**src/rtl/apb_pkg.sv**
```systemverilog
// -----------------------------------------------------------------------------
// apb_pkg
// Shared definitions for the APB master bridge:
//   - apb_state_t   : bridge FSM state encoding (IDLE/SETUP/ACCESS/RESP)
//   - PPROT_*_BIT   : bit positions inside PPROT
//   - PPROT_WIDTH   : width of the protection field
//   - ctr_width()   : width of the ACCESS wait-state counter for a TIMEOUT
// The command record itself depends on the address/data width parameters,
// so its packed struct is declared inside the bridge from these pieces.
// -----------------------------------------------------------------------------
package apb_pkg;

   typedef enum logic [1:0] {
      ST_IDLE   = 2'd0,
      ST_SETUP  = 2'd1,
      ST_ACCESS = 2'd2,
      ST_RESP   = 2'd3
   } apb_state_t;

   // PPROT[0] privileged, PPROT[1] non-secure, PPROT[2] instruction access
   localparam int unsigned PPROT_PRIV_BIT   = 0;
   localparam int unsigned PPROT_NONSEC_BIT = 1;
   localparam int unsigned PPROT_INSTR_BIT  = 2;
   localparam int unsigned PPROT_WIDTH      = 3;

   // Counter must be able to hold TIMEOUT; keep at least one bit so the
   // disabled (TIMEOUT=0) configuration still has a legal vector width.
   function automatic int unsigned ctr_width(input int unsigned timeout);
      if (timeout == 0) begin
         return 1;
      end
      return $clog2(timeout + 1);
   endfunction

endpackage

```
**src/rtl/apb_timeout_ctr.sv**
```systemverilog
// -----------------------------------------------------------------------------
// apb_timeout_ctr
// Counts ACCESS-phase wait cycles and flags the cycle in which the transfer
// must be abandoned.
// Ports:
//   i_clk      clock, rising edge
//   i_srst     synchronous active-high reset
//   i_clear    zero the count (asserted the cycle before ACCESS begins)
//   i_enable   an ACCESS cycle without PREADY; counts and qualifies expiry
//   o_expired  high in the TIMEOUT-th consecutive wait cycle (combinational
//              from the count and i_enable; consumed by the bridge FSM only)
// TIMEOUT = 0 removes the counter and never expires.
// -----------------------------------------------------------------------------
module apb_timeout_ctr
   import apb_pkg::*;
#(
   parameter int unsigned TIMEOUT = 16
) (
   input  logic i_clk,
   input  logic i_srst,
   input  logic i_clear,
   input  logic i_enable,
   output logic o_expired
);

   generate
      if (TIMEOUT == 0) begin : g_disabled
         assign o_expired = 1'b0;
      end else begin : g_enabled
         localparam int unsigned          CW   = ctr_width(TIMEOUT);
         // The count holds the number of wait cycles already completed, so
         // the current cycle is the TIMEOUT-th one when it equals TIMEOUT-1.
         localparam logic [CW-1:0]        LAST = CW'(TIMEOUT - 1);

         logic [CW-1:0] r_count;

         always_ff @(posedge i_clk) begin
            if (i_srst || i_clear) begin
               r_count <= '0;
            end else if (i_enable) begin
               r_count <= r_count + 1'b1;
            end
         end

         assign o_expired = i_enable && (r_count == LAST);
      end
   endgenerate

endmodule

```
**src/rtl/apb_master_bridge.sv**
```systemverilog
// -----------------------------------------------------------------------------
// apb_master_bridge
// APB4 requester: turns one valid/ready command into a SETUP/ACCESS transfer
// and returns one valid/ready response. One transfer outstanding at a time.
// Parameters:
//   ADDR_WIDTH  PADDR / cmd_addr width
//   DATA_WIDTH  PWDATA / PRDATA width (8, 16 or 32); strobes are DATA_WIDTH/8
//   TIMEOUT     max ACCESS cycles without PREADY before an error response;
//               0 waits forever
// Ports:
//   PCLK, PRESET                  clock, synchronous active-high reset
//   cmd_valid/cmd_ready           command handshake
//   cmd_write/addr/wdata/strb/prot command fields, captured on accept
//   rsp_valid/rsp_ready           response handshake
//   rsp_rdata/rsp_err/rsp_timeout response fields, stable while rsp_valid
//   PSEL/PENABLE/PWRITE/PADDR/PWDATA/PSTRB/PPROT  APB requester outputs
//   PREADY/PSLVERR/PRDATA                         APB completer inputs
// Every output is a register, so no input reaches an output combinationally.
// -----------------------------------------------------------------------------
module apb_master_bridge
   import apb_pkg::*;
#(
   parameter int unsigned ADDR_WIDTH = 32,
   parameter int unsigned DATA_WIDTH = 32,
   parameter int unsigned TIMEOUT    = 16
) (
   input  logic                      PCLK,
   input  logic                      PRESET,
   // command channel
   input  logic                      cmd_valid,
   output logic                      cmd_ready,
   input  logic                      cmd_write,
   input  logic [ADDR_WIDTH-1:0]     cmd_addr,
   input  logic [DATA_WIDTH-1:0]     cmd_wdata,
   input  logic [DATA_WIDTH/8-1:0]   cmd_strb,
   input  logic [PPROT_WIDTH-1:0]    cmd_prot,
   // response channel
   output logic                      rsp_valid,
   input  logic                      rsp_ready,
   output logic [DATA_WIDTH-1:0]     rsp_rdata,
   output logic                      rsp_err,
   output logic                      rsp_timeout,
   // APB requester
   output logic                      PSEL,
   output logic                      PENABLE,
   output logic                      PWRITE,
   output logic [ADDR_WIDTH-1:0]     PADDR,
   output logic [DATA_WIDTH-1:0]     PWDATA,
   output logic [DATA_WIDTH/8-1:0]   PSTRB,
   output logic [PPROT_WIDTH-1:0]    PPROT,
   input  logic                      PREADY,
   input  logic                      PSLVERR,
   input  logic [DATA_WIDTH-1:0]     PRDATA
);

   localparam int unsigned STRB_WIDTH = DATA_WIDTH / 8;

   typedef struct packed {
      logic                   write;
      logic [ADDR_WIDTH-1:0]  addr;
      logic [DATA_WIDTH-1:0]  wdata;
      logic [STRB_WIDTH-1:0]  strb;
      logic [PPROT_WIDTH-1:0] prot;
   } cmd_t;

   apb_state_t              r_state;
   cmd_t                    r_cmd;
   logic                    r_cmd_ready;
   logic                    r_psel;
   logic                    r_penable;
   logic                    r_rsp_valid;
   logic [DATA_WIDTH-1:0]   r_rsp_rdata;
   logic                    r_rsp_err;
   logic                    r_rsp_timeout;

   logic [STRB_WIDTH-1:0]   w_strb_eff;
   cmd_t                    w_cmd_in;
   logic                    w_ctr_clear;
   logic                    w_ctr_en;
   logic                    w_expired;

   // Reads never drive byte strobes; masking happens at capture so the
   // registered PSTRB is already correct from the first SETUP cycle.
   genvar gi;
   generate
      for (gi = 0; gi < STRB_WIDTH; gi++) begin : g_strb
         assign w_strb_eff[gi] = cmd_write & cmd_strb[gi];
      end
   endgenerate

   always_comb begin
      w_cmd_in       = '0;
      w_cmd_in.write = cmd_write;
      w_cmd_in.addr  = cmd_addr;
      w_cmd_in.wdata = cmd_wdata;
      w_cmd_in.strb  = w_strb_eff;
      w_cmd_in.prot  = cmd_prot;
   end

   // The counter is zeroed during SETUP so it starts from 0 in the first
   // ACCESS cycle, and it only advances while the completer is stalling.
   assign w_ctr_clear = (r_state == ST_SETUP);
   assign w_ctr_en    = (r_state == ST_ACCESS) && !PREADY;

   apb_timeout_ctr #(
      .TIMEOUT   (TIMEOUT)
   ) u_timeout_ctr (
      .i_clk     (PCLK),
      .i_srst    (PRESET),
      .i_clear   (w_ctr_clear),
      .i_enable  (w_ctr_en),
      .o_expired (w_expired)
   );

   // Bridge FSM. All handshake and APB control outputs are registered here
   // alongside the state so they change on the same edge as the state.
   always_ff @(posedge PCLK) begin
      if (PRESET) begin
         r_state       <= ST_IDLE;
         r_cmd         <= '0;
         r_cmd_ready   <= 1'b0;
         r_psel        <= 1'b0;
         r_penable     <= 1'b0;
         r_rsp_valid   <= 1'b0;
         r_rsp_rdata   <= '0;
         r_rsp_err     <= 1'b0;
         r_rsp_timeout <= 1'b0;
      end else begin
         case (r_state)
            ST_IDLE: begin
               // r_cmd_ready is low for the first cycle after reset, so the
               // accept is qualified by it rather than by the state alone.
               if (r_cmd_ready && cmd_valid) begin
                  r_state     <= ST_SETUP;
                  r_cmd       <= w_cmd_in;
                  r_cmd_ready <= 1'b0;
                  r_psel      <= 1'b1;
               end else begin
                  r_cmd_ready <= 1'b1;
               end
            end

            ST_SETUP: begin
               r_state   <= ST_ACCESS;
               r_penable <= 1'b1;
            end

            ST_ACCESS: begin
               // PREADY is tested first so a completion in the final
               // allowed cycle yields a normal response, not a timeout.
               if (PREADY) begin
                  r_state       <= ST_RESP;
                  r_psel        <= 1'b0;
                  r_penable     <= 1'b0;
                  r_rsp_valid   <= 1'b1;
                  r_rsp_rdata   <= r_cmd.write ? '0 : PRDATA;
                  r_rsp_err     <= PSLVERR;
                  r_rsp_timeout <= 1'b0;
               end else if (w_expired) begin
                  r_state       <= ST_RESP;
                  r_psel        <= 1'b0;
                  r_penable     <= 1'b0;
                  r_rsp_valid   <= 1'b1;
                  r_rsp_rdata   <= '0;
                  r_rsp_err     <= 1'b1;
                  r_rsp_timeout <= 1'b1;
               end
            end

            ST_RESP: begin
               if (rsp_ready) begin
                  r_state     <= ST_IDLE;
                  r_rsp_valid <= 1'b0;
                  r_cmd_ready <= 1'b1;
               end
            end

            default: begin
               r_state     <= ST_IDLE;
               r_psel      <= 1'b0;
               r_penable   <= 1'b0;
               r_rsp_valid <= 1'b0;
               r_cmd_ready <= 1'b0;
            end
         endcase
      end
   end

   assign cmd_ready   = r_cmd_ready;
   assign rsp_valid   = r_rsp_valid;
   assign rsp_rdata   = r_rsp_rdata;
   assign rsp_err     = r_rsp_err;
   assign rsp_timeout = r_rsp_timeout;

   assign PSEL        = r_psel;
   assign PENABLE     = r_penable;
   assign PWRITE      = r_cmd.write;
   assign PADDR       = r_cmd.addr;
   assign PWDATA      = r_cmd.wdata;
   assign PSTRB       = r_cmd.strb;
   assign PPROT       = r_cmd.prot;

endmodule

```
**config.mk**
```make
export PLATFORM = sky130hd
export DESIGN_NAME = apb_master_bridge
export DESIGN_NICKNAME = d
export VERILOG_FILES = /design/src/rtl/apb_pkg.sv /design/src/rtl/apb_timeout_ctr.sv /design/src/rtl/apb_master_bridge.sv
export SDC_FILE = /design/constraint.sdc
export NUM_CORES = 1
export LEC_CHECK = 0
export BUFFER_PORTS_ARGS = -buffer_cell sky130_fd_sc_hd__buf_2
export CAP_MARGIN = 20
export CORE_MARGIN = 2
export CORE_UTILIZATION = 40
export DETAILED_ROUTE_END_ITERATION = 10
export PLACE_DENSITY = 0.75
export SLEW_MARGIN = 20
export SYNTH_ARGS = -nofsm -noshare
export SYNTH_HDL_FRONTEND = slang
export SYNTH_HIERARCHICAL = 1
export SYNTH_SLANG_ARGS = --single-unit
```
**constraint.sdc**
```tcl
create_clock -name PCLK -period 1.93 [get_ports PCLK]
set_input_delay 0.0965 -clock PCLK [delete_from_list [all_inputs] [get_ports PCLK]]
set_output_delay 0.0965 -clock PCLK [all_outputs]
set_load 0.05 [all_outputs]
```
After elaboration in Yosys (flattened, before gate mapping)

Cells that the tools add are included.

Bits in registers: 117
Bits of input ports: 110
Word-level logic and storage cells: 66

$add $sub $neg: 1
Eq/ne operators: 7
Multiplexer cells: 22
Bitwise gates (word level): 4
Reduce and logical (&&, ||, !) cells: 18

Operators by type and width:

| kind                                                   | number |
|---|---|
| two-way mux 32 bit                                     | 3 |
| two-way mux 1 bit                                      | 10 |
| nonzero test 2 bit                                     | 5 |
| AND reduction 3 bit                                    | 3 |
| two-way mux 2 bit                                      | 4 |
| one-hot mux 1 bit (2 select lines)                     | 4 |
| one-hot mux 2 bit (4 select lines)                     | 1 |
| AND reduction 2 bit                                    | 4 |
| adder 5 x 1 -> 5 bit (second input constant)           | 1 |
| equality test 5 x 4 -> 1 bit (second input constant)   | 1 |
| AND 1 bit                                              | 4 |
| equality test 2 bit (second input constant)            | 2 |
| inequality test 2 bit (second input constant)          | 2 |
| logical AND 1 bit                                      | 3 |
| inequality test 3 x 2 -> 1 bit (second input constant) | 1 |
| equality test 2 x 1 -> 1 bit (second input constant)   | 1 |
| zero test 2 bit                                        | 1 |
| zero test 1 bit                                        | 1 |
| logical OR 1 bit                                       | 1 |

Depth between registers and ports, before layout

Depth in word-level cells: 6
Depth in mapped cells: 11
Mapped depth without buffers: 8

Hierarchy

Netlist, hierarchy kept.

Modules (own cells, without submodules):

| module            | instances | cells each | area an instance (um^2) | sequential area each (um^2) |
|---|---|---|---|---|
| apb_master_bridge | 1         | 431        | 3,961.3                 | 2,242.2 |
| apb_timeout_ctr   | 1         | 25         | 272.8                   | 100.1 |

Worst setup path after synthesis

Ideal clock, no wire load.

Path type: register to register
From: register r_state[0]
To: register r_rsp_rdata[10] (netlist: rsp_rdata[10])
Arrival time: 1,819 ps
Data required time: 1,870 ps
Setup slack: 51 ps
Stages on the path, launching flop included: 12
Path buffers: 3
Clock period less this slack: 1,879 ps
Path through: dfxtp_1 inv_1 ha_1 buf_6 inv_1 nor2_1 buf_6 and2_1 o21a_2 nor2_4 buf_6 a22o_1

Cells in the longest elaborated chain, start to end: 5

Ends and longest elaborated chain:

| element                       | line                     | RTL |
|---|---|---|
| start, declared               | apb_master_bridge.sv:66  | `apb_state_t r_state;` |
| start signal, assigned        | apb_master_bridge.sv:119 | `r_state <= ST_IDLE;` |
| start signal, assigned        | apb_master_bridge.sv:134 | `r_state <= ST_SETUP;` |
| start signal, assigned        | apb_master_bridge.sv:144 | `r_state <= ST_ACCESS;` |
| equality test 2 bit           | apb_master_bridge.sv:103 | `assign w_ctr_en = (r_state == ST_ACCESS) && !PREADY;` |
| logical AND 1 bit             | apb_master_bridge.sv:103 |  |
| named net w_ctr_en            | apb_master_bridge.sv:79  | `logic w_ctr_en;` |
| logical AND 1 bit             | apb_timeout_ctr.sv:45    | `assign o_expired = i_enable && (r_count == LAST);` |
| named net w_expired           | apb_master_bridge.sv:80  | `logic w_expired;` |
| nonzero test 2 bit (no line)  | -                        |  |
| AND reduction 2 bit (no line) | -                        |  |
| end signal, assigned          | apb_master_bridge.sv:156 | `r_rsp_rdata <= r_cmd.write ? '0 : PRDATA;` |
| end, declared                 | apb_master_bridge.sv:72  | `logic [DATA_WIDTH-1:0] r_rsp_rdata;` |

The timed path passes the listed nets, and every way through them passes these cells.
A chain may end at the register's enable or synchronous reset.

Worst setup path after layout

From: register u_timeout_ctr.g_enabled.r_count[1]
To: register r_state[0]

Cells in the longest elaborated chain, start to end: 4

Ends and longest elaborated chain:

| element                                  | line                    | RTL |
|---|---|---|
| start, declared                          | apb_timeout_ctr.sv:35   | `logic [CW-1:0] r_count;` |
| start signal, assigned                   | apb_timeout_ctr.sv:41   | `r_count <= r_count + 1'b1;` |
| equality test 5 x 4 -> 1 bit             | apb_timeout_ctr.sv:45   |  |
| logical AND 1 bit                        | apb_timeout_ctr.sv:45   |  |
| named net w_expired                      | apb_master_bridge.sv:80 |  |
| inequality test 3 x 2 -> 1 bit (no line) | -                       |  |
| AND reduction 3 bit (no line)            | -                       |  |

The timed path passes the listed nets, and every way through them passes these cells.

==> reports/results.tsv <==
metric	value	unit
status	finished, final reports clean	
r2r_setup_slack	0.07	ns
die_h	106.9	um
hold_path.class	input pin to register	
vdd_drop_max	0.6475	mV
dr.pass1.iters	4	
worst-setup-path-type	register to register	
setup_violations	0	
tightest_slew	0.6800	ns
synthMuxAreaShare	0.8570	%
avgSynthCellArea	9.285	um2
pin_count	220	
yosys.area_share.simple	17.05	%
portBuffers	219	
root_buffer	clkbuf_8	
yosys_warnings	6	
htreeDepth	4	
drt_iter0_markers	345	
tritoncts_num_sinks	117	
first_global_vias	4725	
grt-ovfl-total	0	
wl	14580	um
fin_hold_ws	0.1255	ns
area_growth	69.62	%
start_util	41.01	%
synth_top_family_by_area	compound AO/OA/AOI/OAI gates	
syn_nets	573	
arrival	2.28	ns
clock_latency	0.50	ns
finalCriticalPeriod	1.864	ns
grt_max_degree	84	
maxCapViolCount	0	
die_area	11420	um2
clk_pin_slew	0.06	ns
antenna_left	0	
final-hold-violation-count	0	
layout-drive-gt1-share	35.92	%
vias_per_cell	4.903	
dp_hpwl	7975	um
synthXorXnorAreaFrac	0.2069	%
vias	4584	
rows	37	
synth_compound_area_share	18.68	%
n_antenna_cell	0	
worstPathRequired	2.35	ns
finalMaxSlewViolations	0	
grt_usage	25.09	%
ys_types	39	
wl_per_cell	15.59	um
synth_top_cell_by_area	dfxtp_1	
synth_top_area_share	55.32	%
ys_seq_area_share	55.32	%
p_leak	3.335	nW
cts_made_buffers	17	
cts_tree	built	
design.core.area	10320	um2
async_flop_share	0	%
rsz0062_at_grt	false	
grt_antenna_before_repair	0	
fmax	536.5	MHz
yosys.area_share.adder	2.069	%
gp_congestion	0.8124	
crit_fanout	7	
crit_path_end_kind	register	
cts_max_path_buffers	2	
syn_inst	456	
p_per_area	1270	nW/um2
ys_seq_elements	117	
fin_worst_skew	0.007940	ns
synth_ff_type	dfxtp_1	
grt_first_pass_wirelength	22460	um
slew_headroom	54.52	%
fin_tns_setup	0	ns
fill_cells	747	
syn_area	4234	um2
remaining_drc_errors	0	
synth_area_leaders	dfxtp_1 55%, nand2_1 13%, a21oi_1 9.1%	
die_w	106.9	um
critPathLaunchType	register	
fin_crit_sh	96.57	%
synth_edf_count	0	
nNetsFinal	903	
layer usage:
layer	up-vias	routed length (um)	GRT usage, %
met4	0	356	10.02
met3	30	994	7.173
met2	206	7737	47.09
li1	2214	-	-
met1	2134	5492	26.10
met5	-	0	0
report_power, final:
group          switching, W  total [W]  internal [W]  leakage, nW
logic               0.00199    0.00285      0.000864         2.07
clock network       0.00120    0.00333       0.00213        0.310
registers          0.000193    0.00294       0.00274        0.950
sequential cells by signal, summed over array words and instances, names as in the netlist:
register,cells
PADDR,32
PENABLE,1
PPROT,3
PSEL,1
PSTRB,4
PWDATA,32
PWRITE,1
cmd_ready,1
r_state,2
rsp_err,1
rsp_rdata,32
rsp_timeout,1
rsp_valid,1
u_timeout_ctr/g_enabled.r_count,5
kinds of logic (layout without fill, tap and decap cells):
logic type / count (synthesis) / after routing
xor+xnor: 1 / 1
buf+inv: 37 / 379
mux: 3 / 3
compound gates: 122 / 122
fa+ha+maj: 7 / 7
simple gates: 169 / 170
flops: 117 / 117
layout make-up:
type	count	area [um2]	area share, %
Tap cell	136	170.2	2.369
Clock buffer	17	414.1	5.767
Timing Repair Buffer	342	2337	32.54
Multi-Input combinational cell	303	1683	23.43
Sequential cell	117	2344	32.63
Clock inverter	15	215.2	2.997
Inverter	5	18.77	0.2613
cells in the final DEF, fill, tap and decap left out, types with 3 or more instances in the layout:
| master | n |
|---|---|
| nand3_1 | 4 |
| inv_1 | 5 |
| clkinv_4 | 3 |
| buf_4 | 12 |
| buf_12 | 4 |
| ha_1 | 5 |
| buf_2 | 219 |
| a21oi_1 | 77 |
| nand2_1 | 142 |
| inv_6 | 6 |
| dfxtp_1 | 116 |
| clkbuf_16 | 16 |
| bufinv_16 | 4 |
| a22o_1 | 32 |
| dlygate4sd3_1 | 107 |
| nor2_1 | 6 |
cell usage after synthesis, types with 2 or more instances:
master and n:
inv_1 5, and3_1 2, buf_6 9, dfxtp_1 117, o311ai_0 2, nor2_1 7
a21oi_1 77, buf_2 8, buf_4 8, a22o_1 32, ha_1 7, o41ai_1 2
o31ai_1 2, nand2_1 142, nor3_1 2, nand3_1 5, clkbuf_1 7
worst paths after layout:
kind | start | depth (start not counted) | to
worst max-delay path | u_timeout_ctr/g_enabled.r_count[1] | 8 | r_state[0]
worst min-delay path | cmd_valid | 3 | r_state[1]
worst max register to register | u_timeout_ctr/g_enabled.r_count[1] | 8 | r_state[0]
worst min register to register | PADDR[9] | 2 | PADDR[9]
through the flow:
stage	utilization (%)	power, W	setup slack, ns	area (um2)	instances
final	69.57	0.009119	0.06613	7182	935
after floorplan	-	0.004925	0.05058	4234	456
after detailed placement	52.56	0.005573	0.0004426	5426	792
after global placement	52.56	0.005502	0.1483	5426	792
after CTS	69.26	0.009114	0.009302	7151	933
after global routing	69.57	0.009510	0.001565	7182	935
critical path, cell delays in order, from the launching register on:
cell and delay (ns):
dfxtp_2 0.32, ha_2 0.18, and3_1 0.18, ha_1 0.19, and2_4 0.15, buf_4 0.13
nor3b_4 0.33, o31ai_2 0.11, a21oi_1 0.19
timing repair:
item	in CTS	in global routing
pin swaps	3	3
gates cloned	1	0
setup endpoints to repair	26	36
hold endpoints to repair	107	0
setup buffers	1	2
hold buffers	107	0
resized for setup	2	7
Note: power is estimated with default switching activity, not from simulation.
